File: config.mk
export PLATFORM = sky130hd
export DESIGN_NAME = mem_snoop_responder_flat
export DESIGN_NICKNAME = d
export VERILOG_FILES = /design/src/rtl/mem_snoop_responder_if.sv /design/src/rtl/mem_snoop_responder.sv /design/src/flat_wrapper.sv
export SDC_FILE = /design/constraint.sdc
export NUM_CORES = 1
export LEC_CHECK = 0
export BUFFER_PORTS_ARGS = -buffer_cell sky130_fd_sc_hd__buf_2
export CAP_MARGIN = 20
export CORE_ASPECT_RATIO = 1.2
export CORE_MARGIN = 2
export CORE_UTILIZATION = 45
export DETAILED_ROUTE_END_ITERATION = 16
export RECOVER_POWER = 50
export SETUP_SLACK_MARGIN = 0.3
export SLEW_MARGIN = 40
export SYNTH_ARGS = -nofsm -noshare
export SYNTH_HDL_FRONTEND = slang
export SYNTH_SLANG_ARGS = --single-unit
File: constraint.sdc
create_clock -name clock -period 4.9 [get_ports clock]
set_input_delay 0.245 -clock clock [delete_from_list [all_inputs] [get_ports clock]]
set_output_delay 0.245 -clock clock [all_outputs]
set_load 0.01 [all_outputs]
File: src/rtl/mem_snoop_responder_if.sv
// Snoop bus port bundle between the bus fabric and the memory responder.
// The fabric drives the bus word and handshakes; the responder returns status.
interface mem_snoop_responder_if;
   logic [7:0] InBus;
   logic       grant;
   logic       cache_hit;
   logic [7:0] q;
   logic       busy;
   logic       wb_done;
   logic       err;

   modport master (
      output InBus, grant, cache_hit,
      input  q, busy, wb_done, err
   );

   modport slave (
      input  InBus, grant, cache_hit,
      output q, busy, wb_done, err
   );
endinterface

File: src/rtl/mem_snoop_responder.sv
// Memory-side snoop responder: services read misses after a fixed latency
// and absorbs write-backs into a 4x4 store, with a one-deep request queue.
module mem_snoop_responder #(
   parameter logic [1:0]  ReadMiss  = 2'd1,
   parameter logic [1:0]  ReadHit   = 2'd2,
   parameter logic [1:0]  WriteBack = 2'd3,
   parameter int unsigned LAT       = 2,
   parameter logic [15:0] INIT_VAL  = 16'h4321
) (
   input logic                  clock,
   input logic                  resetn,
   mem_snoop_responder_if.slave bus
);

   typedef enum logic [1:0] {IDLE, WAIT, REPLY} state_t;

   localparam logic [2:0] LOAD = 3'(LAT - 1);

   state_t     state, state_n;
   logic [2:0] cnt, cnt_n;
   logic [1:0] tag, tag_n;
   logic       qv, qv_n;
   logic [1:0] qtag, qtag_n;
   logic [7:0] q_n;
   logic       err_n;
   logic [3:0] mem [4];

   logic [1:0] msg, itag, stag;
   logic [3:0] ival;
   logic       rm, wb, fin, start;

   assign msg  = bus.InBus[7:6];
   assign itag = bus.InBus[5:4];
   assign ival = bus.InBus[3:0];
   assign rm   = (msg == ReadMiss);
   assign wb   = (msg == WriteBack);

   always_comb begin
      state_n = state;
      cnt_n   = cnt;
      tag_n   = tag;
      qv_n    = qv;
      qtag_n  = qtag;
      q_n     = bus.q;
      err_n   = bus.err;
      fin     = 1'b0;
      start   = 1'b0;
      stag    = qtag;

      unique case (state)
         IDLE: begin
            if (qv) begin
               start = 1'b1;
               stag  = qtag;
               qv_n  = rm;
               if (rm) qtag_n = itag;
            end else if (rm) begin
               start = 1'b1;
               stag  = itag;
            end
         end
         WAIT: begin
            if (bus.cache_hit) begin
               fin = 1'b1;
            end else if (cnt == 3'd1) begin
               state_n = REPLY;
               q_n = {ReadHit, tag,
                      (wb && itag == tag) ? ival : mem[tag]};
            end else begin
               cnt_n = cnt - 3'd1;
            end
         end
         REPLY: begin
            if (bus.grant || bus.cache_hit) begin
               fin = 1'b1;
            end else if (wb && itag == tag) begin
               q_n = {ReadHit, tag, ival};
            end
         end
         default: state_n = IDLE;
      endcase

      // Requests arriving while busy wait in the single queue slot
      if (state != IDLE && rm) begin
         if (qv) begin
            err_n = 1'b1;
         end else begin
            qv_n   = 1'b1;
            qtag_n = itag;
         end
      end

      if (fin) begin
         q_n     = 8'h00;
         state_n = IDLE;
         if (qv) begin
            start = 1'b1;
            stag  = qtag;
            qv_n  = 1'b0;
         end
      end

      if (start) begin
         tag_n = stag;
         if (LAT == 1) begin
            state_n = REPLY;
            q_n = {ReadHit, stag,
                   (wb && itag == stag) ? ival : mem[stag]};
         end else begin
            state_n = WAIT;
            cnt_n   = LOAD;
         end
      end
   end

   always_ff @(posedge clock or negedge resetn) begin
      if (!resetn) begin
         state       <= IDLE;
         cnt         <= 3'd0;
         tag         <= 2'd0;
         qv          <= 1'b0;
         qtag        <= 2'd0;
         bus.q       <= 8'h00;
         bus.busy    <= 1'b0;
         bus.wb_done <= 1'b0;
         bus.err     <= 1'b0;
         for (int i = 0; i < 4; i++) mem[i] <= INIT_VAL[4*i +: 4];
      end else begin
         state       <= state_n;
         cnt         <= cnt_n;
         tag         <= tag_n;
         qv          <= qv_n;
         qtag        <= qtag_n;
         bus.q       <= q_n;
         bus.err     <= err_n;
         bus.wb_done <= wb;
         bus.busy    <= (state_n != IDLE) || qv_n;
         if (wb) mem[itag] <= ival;
      end
   end

endmodule
File: src/flat_wrapper.sv
// flat-port wrapper written by rule: the top's interface ports become plain ports
module mem_snoop_responder_flat 
#(
   parameter logic [1:0]  ReadMiss  = 2'd1,
   parameter logic [1:0]  ReadHit   = 2'd2,
   parameter logic [1:0]  WriteBack = 2'd3,
   parameter int unsigned LAT       = 2,
   parameter logic [15:0] INIT_VAL  = 16'h4321
)
  (clock, resetn, bus_InBus, bus_grant, bus_cache_hit, bus_q, bus_busy, bus_wb_done, bus_err);
  mem_snoop_responder_if bus_i ();
  input logic clock;
  input logic resetn;
  input wire logic [$bits(bus_i.InBus)-1:0] bus_InBus;
  input wire logic [$bits(bus_i.grant)-1:0] bus_grant;
  input wire logic [$bits(bus_i.cache_hit)-1:0] bus_cache_hit;
  output wire logic [$bits(bus_i.q)-1:0] bus_q;
  output wire logic [$bits(bus_i.busy)-1:0] bus_busy;
  output wire logic [$bits(bus_i.wb_done)-1:0] bus_wb_done;
  output wire logic [$bits(bus_i.err)-1:0] bus_err;
  assign bus_i.InBus = bus_InBus;
  assign bus_i.grant = bus_grant;
  assign bus_i.cache_hit = bus_cache_hit;
  assign bus_q = bus_i.q;
  assign bus_busy = bus_i.busy;
  assign bus_wb_done = bus_i.wb_done;
  assign bus_err = bus_i.err;
  mem_snoop_responder #(.ReadMiss(ReadMiss), .ReadHit(ReadHit), .WriteBack(WriteBack), .LAT(LAT), .INIT_VAL(INIT_VAL)) u_core (.clock(clock), .resetn(resetn), .bus(bus_i));
endmodule
==> results of run 1 <==
[synth_stat cells, types with 2 or more instances]
master | n | area, sq um
nor3b_1 | 5 | 37.5
xor2_2 | 2 | 32.5
a221o_1 | 4 | 40.0
mux4_2 | 4 | 90.1
o21ai_1 | 3 | 15.0
nand2_1 | 6 | 22.5
ha_1 | 6 | 75.1
dfrtp_1 | 31 | 776
a21oi_1 | 5 | 25.0
dfstp_2 | 5 | 131
nand3_1 | 4 | 20.0
nor2b_1 | 2 | 12.5
nor2_1 | 8 | 30.0
mux2_2 | 21 | 236
inv_1 | 6 | 22.5
xnor2_1 | 3 | 26.3
o21ai_0 | 2 | 10.0
nand2b_1 | 3 | 18.8
buf_2 | 2 | 10.0
mux2_1 | 2 | 22.5
[sequential cells by signal, summed over array words and instances (netlist names)]
signal	flops
u_core.qtag	2
u_core.cnt	3
u_core.bus.busy	1
u_core.bus.wb_done	1
u_core.qv	1
u_core.bus.q	7
u_core.bus.err	1
u_core.state	2
u_core.mem	16
u_core.tag	2
[layout by cell type (no fill, tap or decap), types with 5 or more instances in the layout]
| master | netlist | routed |
|---|---|---|
| inv_1 | 6 | 6 |
| dfrtp_1 | 31 | 31 |
| nor3b_1 | 5 | 5 |
| buf_2 | 2 | 17 |
| nor2_1 | 8 | 8 |
| nand2_1 | 6 | 6 |
| a21oi_1 | 5 | 5 |
| clkbuf_8 | 0 | 6 |
| mux2_2 | 21 | 21 |
| ha_1 | 6 | 6 |
| dfstp_2 | 5 | 5 |
[final cells by class]
cell class	instances	area [sq um]	share of cell area, %
Clock buffer	6	82.6	3.93
Clock inverter	2	10.0	0.476
Inverter	6	22.5	1.07
Multi-Input combinational cell	101	901	42.9
Sequential cell	36	907	43.2
Tap cell	54	67.6	3.22
Timing Repair Buffer	22	110	5.24
[path summary, 6_finish.rpt]
check                                      from              end  slack [ns]  depth (start not counted)
worst min register to register   u_core.bus.err   u_core.bus.err        0.48                          1
min in group asynchronous                resetn  u_core.bus.busy        1.03                          2
worst max-delay path                     resetn    u_core.tag[0]        2.76                          2
worst min-delay path               bus_InBus[3]  u_core.bus.q[3]        0.25                          2
worst max register to register  u_core.state[1]  u_core.bus.q[2]        2.89                          5
max in group clock              u_core.state[1]  u_core.bus.q[2]        2.89                          5
[stage by stage]
step,setup WS (ns),hold slack (ns),cells,util (%),power (mW)
2_1_floorplan,3.11,-0.0506,146,-,0.894
3_3_place_gp,2.96,0.358,218,50.8,1.02
3_5_place_dp,2.91,0.378,218,50.8,1.04
4_1_cts,2.89,0.0624,226,53.2,1.26
5_1_grt,2.36,0.258,227,53.3,1.35
6_report,2.76,0.249,227,53.3,1.25
[routing by layer]
layer,vias to the layer above,part of all wire [%],track usage (%)
met4,0,2.1,8.15
li1,577,-,-
met5,-,0,0
met3,7,3.7,4.24
met1,618,41,20.9
met2,26,54,32.7
[cell families after synthesis]
family	count (synthesis)
adder cells (fa/ha/maj)	6
buffers and inverters	9
multiplexers	27
AND/OR/NAND/NOR	38
XOR/XNOR	5
other	1
AO/OA/AOI/OAI	24
flip-flops	36
[power by group through the flow]
stage,Combinational (mW),Sequential (mW),Clock (mW)
CTS,0.562,0.480,0.222
global placement,0.540,0.483,0
floorplan,0.433,0.461,0
finish,0.554,0.479,0.215
global route,0.621,0.496,0.232
detailed placement,0.558,0.486,0
==> flow_summary.json, run 1 <==
{
  "p_int_uw": 781,
  "path_class": "input pin to async pin",
  "grtUsageTotal_pct": 18.2,
  "die_w_um": 62.5,
  "synth-async-reset-ratio_pct": 100,
  "die_h_um": 74.2,
  "critPathSlowestCell": "clkbuf_1",
  "drt-total-wl_mm": 3.66,
  "hold_viol": 0,
  "cts.repair.resized": 0,
  "pwr-share-seq_pct": 38.4,
  "required_ns": 4.92,
  "timing.final.crit_share_pct": 43.7,
  "grt_pass1_wl_mm": 6.37,
  "start_util_pct": 46.9,
  "period_minus_slack_ns": 2.14,
  "area_growth_pct": 13.7,
  "synthAdderAreaFrac_pct": 4.06,
  "maxSlewViolCount": 37,
  "ant_nets": 0,
  "cts_buffers": 5,
  "globalplace.congestion": 0.773,
  "ys.flop_type": "dfrtp_1",
  "max_freq_mhz": 467,
  "netlist_area_sq_um": 1850,
  "synthCells": 146,
  "crit_family": "buffers and inverters",
  "outcome": "finished, violations left",
  "synth-seq-cells": 36,
  "fin_skew_ns": 0.00582,
  "drtIter0Drc": 68,
  "critPathMaxFanout": 36,
  "synth_fp_nets": 164,
  "max_stage_delay_ns": 1.37,
  "die_area_sq_um": 4640,
  "syn_avg_cell_area_sq_um": 12.7,
  "grt_max_degree": 37,
  "cap_violations": 1,
  "hold_path.class": "input pin to register",
  "cp_cell_sequence": "dlygate4sd3_1 -> clkbuf_1",
  "yosysSeqAreaShare_pct": 49.1,
  "violations": "capacitance limit, slew limit",
  "yosysUniqueCellTypes": 42,
  "pwr-share-clk_pct": 17.2,
  "critPathBufInv": 2,
  "cts_sinks": 36,
  "clk_pin_slew_worst_paths_ns": 0.07,
  "final_nets": 190,
  "vias": 1228,
  "synth_edf_count": 0,
  "hpwl_mm": 2.72,
  "first_pass_iters": 4,
  "arrival_ns": 2.16,
  "row_count": 25,
  "cp-start-kind": "input pin",
  "setup_tns_ns": 0,
  "drive_above_1_share_pct": 37.0,
  "synth_top_family_by_area": "multiplexers",
  "setup_violations": 0,
  "vdd_drop_max_mv": 0.263,
  "cts_setup_buffers": 0,
  "antenna_found_initial": 0,
  "worstMarginPinSlew_ns": 1.92,
  "clk_latency_ns": 0.29,
  "htreeDepth": 2,
  "cts_tree": "done",
  "p_leak_nw": 0.895,
  "rsz0062_at_grt": "false",
  "switching_power_uw": 466,
  "overflow": 0,
  "power.density_nw_per_um2": 594,
  "ctsHoldBuffers": 0,
  "setup.worst_path.end_class": "async pin",
  "drc": 0,
  "yosys-mux-area-fraction_pct": 18.9,
  "via_per_inst": 5.41,
  "port-buffer-count": 21,
  "stdcell_area_sq_um": 2100,
  "p_comb_share_pct": 44.4,
  "yosys.area_share.simple_pct": 12.1,
  "yosysWarningCount": 0,
  "fillers": 364,
  "placed_cell_area_sq_um": 2000,
  "synth-compound-area-share_pct": 10.3,
  "switching_share_pct": 37.4,
  "synth-xor-area-share_pct": 3.18,
  "cts_root_buf": "clkbuf_8",
  "grt_pass1_vias": 1302,
  "io_pins": 23,
  "antennaDiodeCount": 0,
  "clock_path_buffers": 2,
  "coreArea_sq_um": 3940,
  "wire_per_inst_um": 16.1,
  "maxSlewHeadroom_pct": -28.1
}
(Power assumes the default switching activity.)
==> run 2: changes to the inputs <==
Clock period 4.9 ns to 2.1 ns, I/O delays scaled along.
==> run 2 against run 1 <==
Against the previous run: the flow now finishes without violations; non-clock buffer count increased by 16; first-iteration DRC count down 10%; cell area rose by 8.5%; combinational power grew to 3.1 times the previous value; clock-buffer cell count up 1; register-to-register slack got worse by 2.6 ns; routed wire length increased by 6.0%; total power grew to 2.6 times the previous value; worst hold slack got worse by 0.15 ns; sequential share of layout area decreased by 3.4 points; clock skew grew 0.0014 ns; critical endpoint is now u_core.bus.busy; highest routed layer unchanged.
==> flow_summary.json, run 2 (synthesis gave the netlist of run 1 again) <==
{
  "outcome": "finished, final reports clean",
  "clk_latency_ns": 0.29,
  "die_w_um": 62.5,
  "antennaDiodeCount": 0,
  "grt_pass1_vias": 1369,
  "io_pins": 23,
  "path_class": "register to register",
  "grt_max_degree": 37,
  "clk_pin_slew_worst_paths_ns": 0.07,
  "r2r_start": "u_core.state[0]",
  "cts_buffers": 5,
  "rsz0062_at_grt": "true",
  "power.density_nw_per_um2": 1440,
  "total_power_mw": 3.29,
  "cts_sinks": 36,
  "vias": 1277,
  "die_area_sq_um": 4640,
  "via_per_inst": 5.26,
  "die_h_um": 74.2,
  "critPathMaxFanout": 6,
  "ant_nets": 0,
  "fin_skew_ns": 0.00725,
  "overflow": 0,
  "grtUsageTotal_pct": 18.7,
  "required_ns": 2.26,
  "wire_per_inst_um": 16.0,
  "antenna_found_initial": 0,
  "worstMarginPinSlew_ns": 0.888,
  "placed_cell_area_sq_um": 2030,
  "min_from": "bus_InBus[1]",
  "hold_path.class": "input pin to register",
  "mostFrequentLayoutCells": "dfrtp_1, mux2_2, buf_2",
  "port-buffer-count": 21,
  "reg_top3": "u_core.mem x16, u_core.bus.q x7, u_core.cnt x3",
  "first_pass_iters": 4,
  "rr_worst_depth": 6,
  "seqCellArea_sq_um": 907,
  "start_util_pct": 46.9,
  "coreArea_sq_um": 3940,
  "globalplace.congestion": 0.792,
  "area_growth_pct": 23.3,
  "stdcell_area_sq_um": 2280,
  "largest_register_ffs": 16,
  "largest_register": "u_core.mem",
  "p_leak_nw": 0.975,
  "fillers": 352,
  "cp-start-kind": "register",
  "multiInputGateArea_sq_um": 966,
  "setup_violations": 0,
  "hpwl_mm": 2.70,
  "fin_util_pct": 57.8,
  "period_minus_slack_ns": 1.80,
  "drt-total-wl_mm": 3.88,
  "maxSlewViolCount": 0,
  "maxSlewHeadroom_pct": 40.8,
  "arrival_ns": 1.96,
  "clock_path_buffers": 2,
  "hold_ws_ns": 0.0994,
  "final_nets": 206,
  "rrSetupSlack_ns": 0.30,
  "hold_viol": 0,
  "drtIter0Drc": 61,
  "cap_violations": 0,
  "drc": 0,
  "setup.worst_path.end_class": "register",
  "min_path_cells": 2,
  "row_count": 25,
  "min_to": "u_core.bus.q[1]",
  "max_freq_mhz": 556,
  "drive_above_1_share_pct": 46.6,
  "cts_tree": "done",
  "htreeDepth": 2,
  "timing.final.crit_share_pct": 85.7,
  "cts_root_buf": "clkbuf_8",
  "r2r_end": "u_core.bus.busy",
  "vdd_drop_max_mv": 0.529,
  "setup_tns_ns": 0,
  "grt_pass1_wl_mm": 6.52,
  "layout_commonest_cell": "dfrtp_1"
}
run 2: cell count changes in the layout (fill, tap and decap cells not counted), sizes merged:
cell	delta
clkbuf	+2
buf	+15
clkinv	-1
run 2: layer usage:
layer | vias up | track usage (%) | wire [um]
met5 | - | 0 | 0
met4 | 0 | 8.15 | 66
met3 | 6 | 3.93 | 169
met2 | 26 | 33.6 | 2010
met1 | 633 | 22.1 | 1630
li1 | 612 | - | -
run 2: where the power goes:
part           internal, mW  switching [mW]  leakage (nW)  total, mW
Sequential            0.937           0.187         0.428       1.12
Combinational         0.916           0.781         0.505       1.70
Clock                 0.233           0.236        0.0422      0.469
run 2: worst max-delay path, cell delays in order (launching register included):
cell and delay (ns):
dfrtp_1 0.41, inv_2 0.11, ha_4 0.32, nand3_2 0.12, nand2_4 0.12, a2111oi_2 0.06, or4_4 0.53
run 2: how the worst max path moves through the flow:
stage | start | to
global placement | u_core.state[0] | u_core.bus.busy
finish | u_core.state[0] | u_core.bus.busy
CTS | u_core.state[1] | u_core.bus.busy
floorplan | u_core.state[0] | u_core.bus.busy
detailed placement | u_core.state[0] | u_core.bus.busy
global route | u_core.state[0] | u_core.bus.busy
run 2: area by class of cell:
type / instances / share of cell area [%]
Multi-Input combinational cell: 101 / 42.4
Tap cell: 54 / 2.97
Clock inverter: 1 / 0.220
Inverter: 6 / 0.988
Clock buffer: 7 / 3.35
Sequential cell: 36 / 39.8
Timing Repair Buffer: 38 / 10.3
run 2: per-stage QoR:
stage / std cells / setup slack [ns]
floorplan: 146 / 0.306
global placement: 221 / 0.205
detailed placement: 221 / 0.153
CTS: 235 / 0.302
global route: 243 / 0.226
finish: 243 / 0.300
run 2: repair_timing:
action,CTS,global route
hold endpoints to repair,31,0
resized for setup,9,5
buffers inserted,5,8
hold buffers,1,0
endpoints found under the setup margin,8,6
pin swaps,2,7
==> run 3: changes to the inputs <==
Settings changed: CAP_MARGIN 20 to 30, MAX_ROUTING_LAYER from default to met4, TNS_END_PERCENT from default to 5.
==> run 3 against run 2 <==
Against the previous run: cell area is 0.11% lower; total power is 0.10% lower; cell count stayed put; core utilization is 0.064 points lower; clock-buffer cell count stayed put; die area stayed put; sequential power hardly changed; global-route usage is 0.62 points higher; setup slack worse by 0.0035 ns; via count is 0.47% lower; critical path type unchanged; critical endpoint unchanged.
==> flow_summary.json, run 3 (synthesis gave the netlist of run 1 again) <==
{
  "power.density_nw_per_um2": 1440,
  "setup_violations": 0,
  "row_count": 25,
  "coreArea_sq_um": 3940,
  "vdd_drop_max_mv": 0.529,
  "drive_above_1_share_pct": 46.0,
  "start_util_pct": 46.9,
  "rrSetupSlack_ns": 0.30,
  "fin_ws_ns": 0.297,
  "maxSlewViolCount": 0,
  "worstMarginPinSlew_ns": 0.894,
  "required_ns": 2.26,
  "final_nets": 206,
  "port-buffer-count": 21,
  "rsz0062_at_grt": "true",
  "max_stage_delay_ns": 0.53,
  "arrival_ns": 1.96,
  "rr_worst_depth": 6,
  "largest_register_ffs": 16,
  "clk_pin_slew_worst_paths_ns": 0.07,
  "grt_max_degree": 37,
  "hold_viol": 0,
  "placed_cell_area_sq_um": 2030,
  "reg_top3": "u_core.mem x16, u_core.bus.q x7, u_core.cnt x3",
  "pwr-share-seq_pct": 34.2,
  "p_int_mw": 2.08,
  "hpwl_mm": 2.70,
  "r2r_end": "u_core.bus.busy",
  "cts_sinks": 36,
  "setup.worst_path.end_class": "register",
  "largest_register": "u_core.mem",
  "fin_skew_ns": 0.00660,
  "layout_commonest_cell": "dfrtp_1",
  "pwr-share-clk_pct": 14.3,
  "cts_buffers": 5,
  "io_pins": 23,
  "antenna_found_initial": 0,
  "period_minus_slack_ns": 1.80,
  "drc": 0,
  "first_pass_iters": 4,
  "die_w_um": 62.5,
  "fin_util_pct": 57.7,
  "setup_tns_ns": 0,
  "min_to": "u_core.bus.q[1]",
  "stdcell_area_sq_um": 2280,
  "ant_nets": 0,
  "cp_cell_sequence": "inv_2 -> ha_4 -> nand3_2 -> nand2_4 -> a2111oi_2 -> or4_4",
  "cp-start-kind": "register",
  "die_h_um": 74.2,
  "grt_pass1_vias": 1371,
  "via_per_inst": 5.23,
  "critPathSlowestCell": "or4_4",
  "path_class": "register to register",
  "switching_share_pct": 36.6,
  "switching_power_mw": 1.20,
  "overflow": 0,
  "outcome": "finished, final reports clean",
  "antennaDiodeCount": 0,
  "p_leak_nw": 0.972,
  "clock_path_buffers": 2,
  "grtUsageTotal_pct": 19.3,
  "min_from": "bus_InBus[1]",
  "drtIter0Drc": 64,
  "cts_root_buf": "clkbuf_8",
  "critPathMaxFanout": 6,
  "r2r_start": "u_core.state[0]",
  "min_path_cells": 2,
  "maxSlewHeadroom_pct": 40.4,
  "die_area_sq_um": 4640,
  "wire_per_inst_um": 16.0,
  "clk_latency_ns": 0.29,
  "grt_pass1_wl_mm": 6.52,
  "cap_violations": 0,
  "hold_path.class": "input pin to register",
  "htreeDepth": 2,
  "total_power_mw": 3.29,
  "drt-total-wl_mm": 3.88,
  "area_growth_pct": 23.2,
  "max_freq_mhz": 554,
  "globalplace.congestion": 0.804,
  "cts_tree": "done",
  "vias": 1271,
  "p_comb_share_pct": 51.5,
  "mostFrequentLayoutCells": "dfrtp_1, mux2_2, buf_2",
  "timing.final.crit_share_pct": 85.9,
  "dp_slack_ns": 0.153
}
-- run 3: worst max-delay path by stage --
stage | startpoint | end | slack (ns) | cells past startpoint
floorplan | u_core.state[0] | u_core.bus.busy | 0.31 | 6
global placement | u_core.state[0] | u_core.bus.busy | 0.20 | 6
detailed placement | u_core.state[0] | u_core.bus.busy | 0.15 | 6
CTS | u_core.state[1] | u_core.bus.busy | 0.30 | 6
global route | u_core.state[0] | u_core.bus.busy | 0.23 | 6
finish | u_core.state[0] | u_core.bus.busy | 0.30 | 6
-- run 3: cell type report --
class,count,area [sq um]
flip-flops and latches,36,907
repair buffers,38,234
clock buffers,7,76.3
clock inverters,1,5.00
well taps,54,67.6
inverters,6,22.5
fillers,353,1670
multi-input cells,101,963
-- run 3: metal layers --
metal / vias up / routed length, um / global-route usage, %
met2: 26 / 2010 / 33.6
met3: 6 / 169 / 3.93
met5: - / 0 / -
li1: 612 / - / -
met1: 627 / 1640 / 22.1
met4: 0 / 64 / 8.15
-- run 3: metrics by stage --
step / hold WS [ns] / cells
floorplan: -0.191 / 146
global placement: 0.226 / 221
detailed placement: 0.237 / 221
CTS: 0.0948 / 235
global route: 0.118 / 243
finish: 0.0988 / 243
-- run 3: repair_timing --
action,in CTS,in global routing
setup buffers,5,8
hold endpoints to repair,31,0
setup endpoints to repair,8,6
hold buffers,1,0
pin swaps,2,7
gates resized for setup,9,4
-- run 3: critical path, delay by kind of cell, from the launching register on --
| kind | cells | cell delay, ns |
|---|---|---|
| buf+inv | 1 | 0.11 |
| flops | 1 | 0.41 |
| fa+ha+maj | 1 | 0.32 |
| simple gates | 3 | 0.77 |
| compound gates | 1 | 0.06 |
-- run 3: power by group through the flow --
stage | Sequential [mW] | Clock (mW) | Combinational (mW)
3_3_place_gp | 1.13 | 0 | 1.29
5_1_grt | 1.16 | 0.514 | 1.87
3_5_place_dp | 1.14 | 0 | 1.33
6_report | 1.12 | 0.468 | 1.69
4_1_cts | 1.12 | 0.483 | 1.52
2_1_floorplan | 1.08 | 0 | 1.01
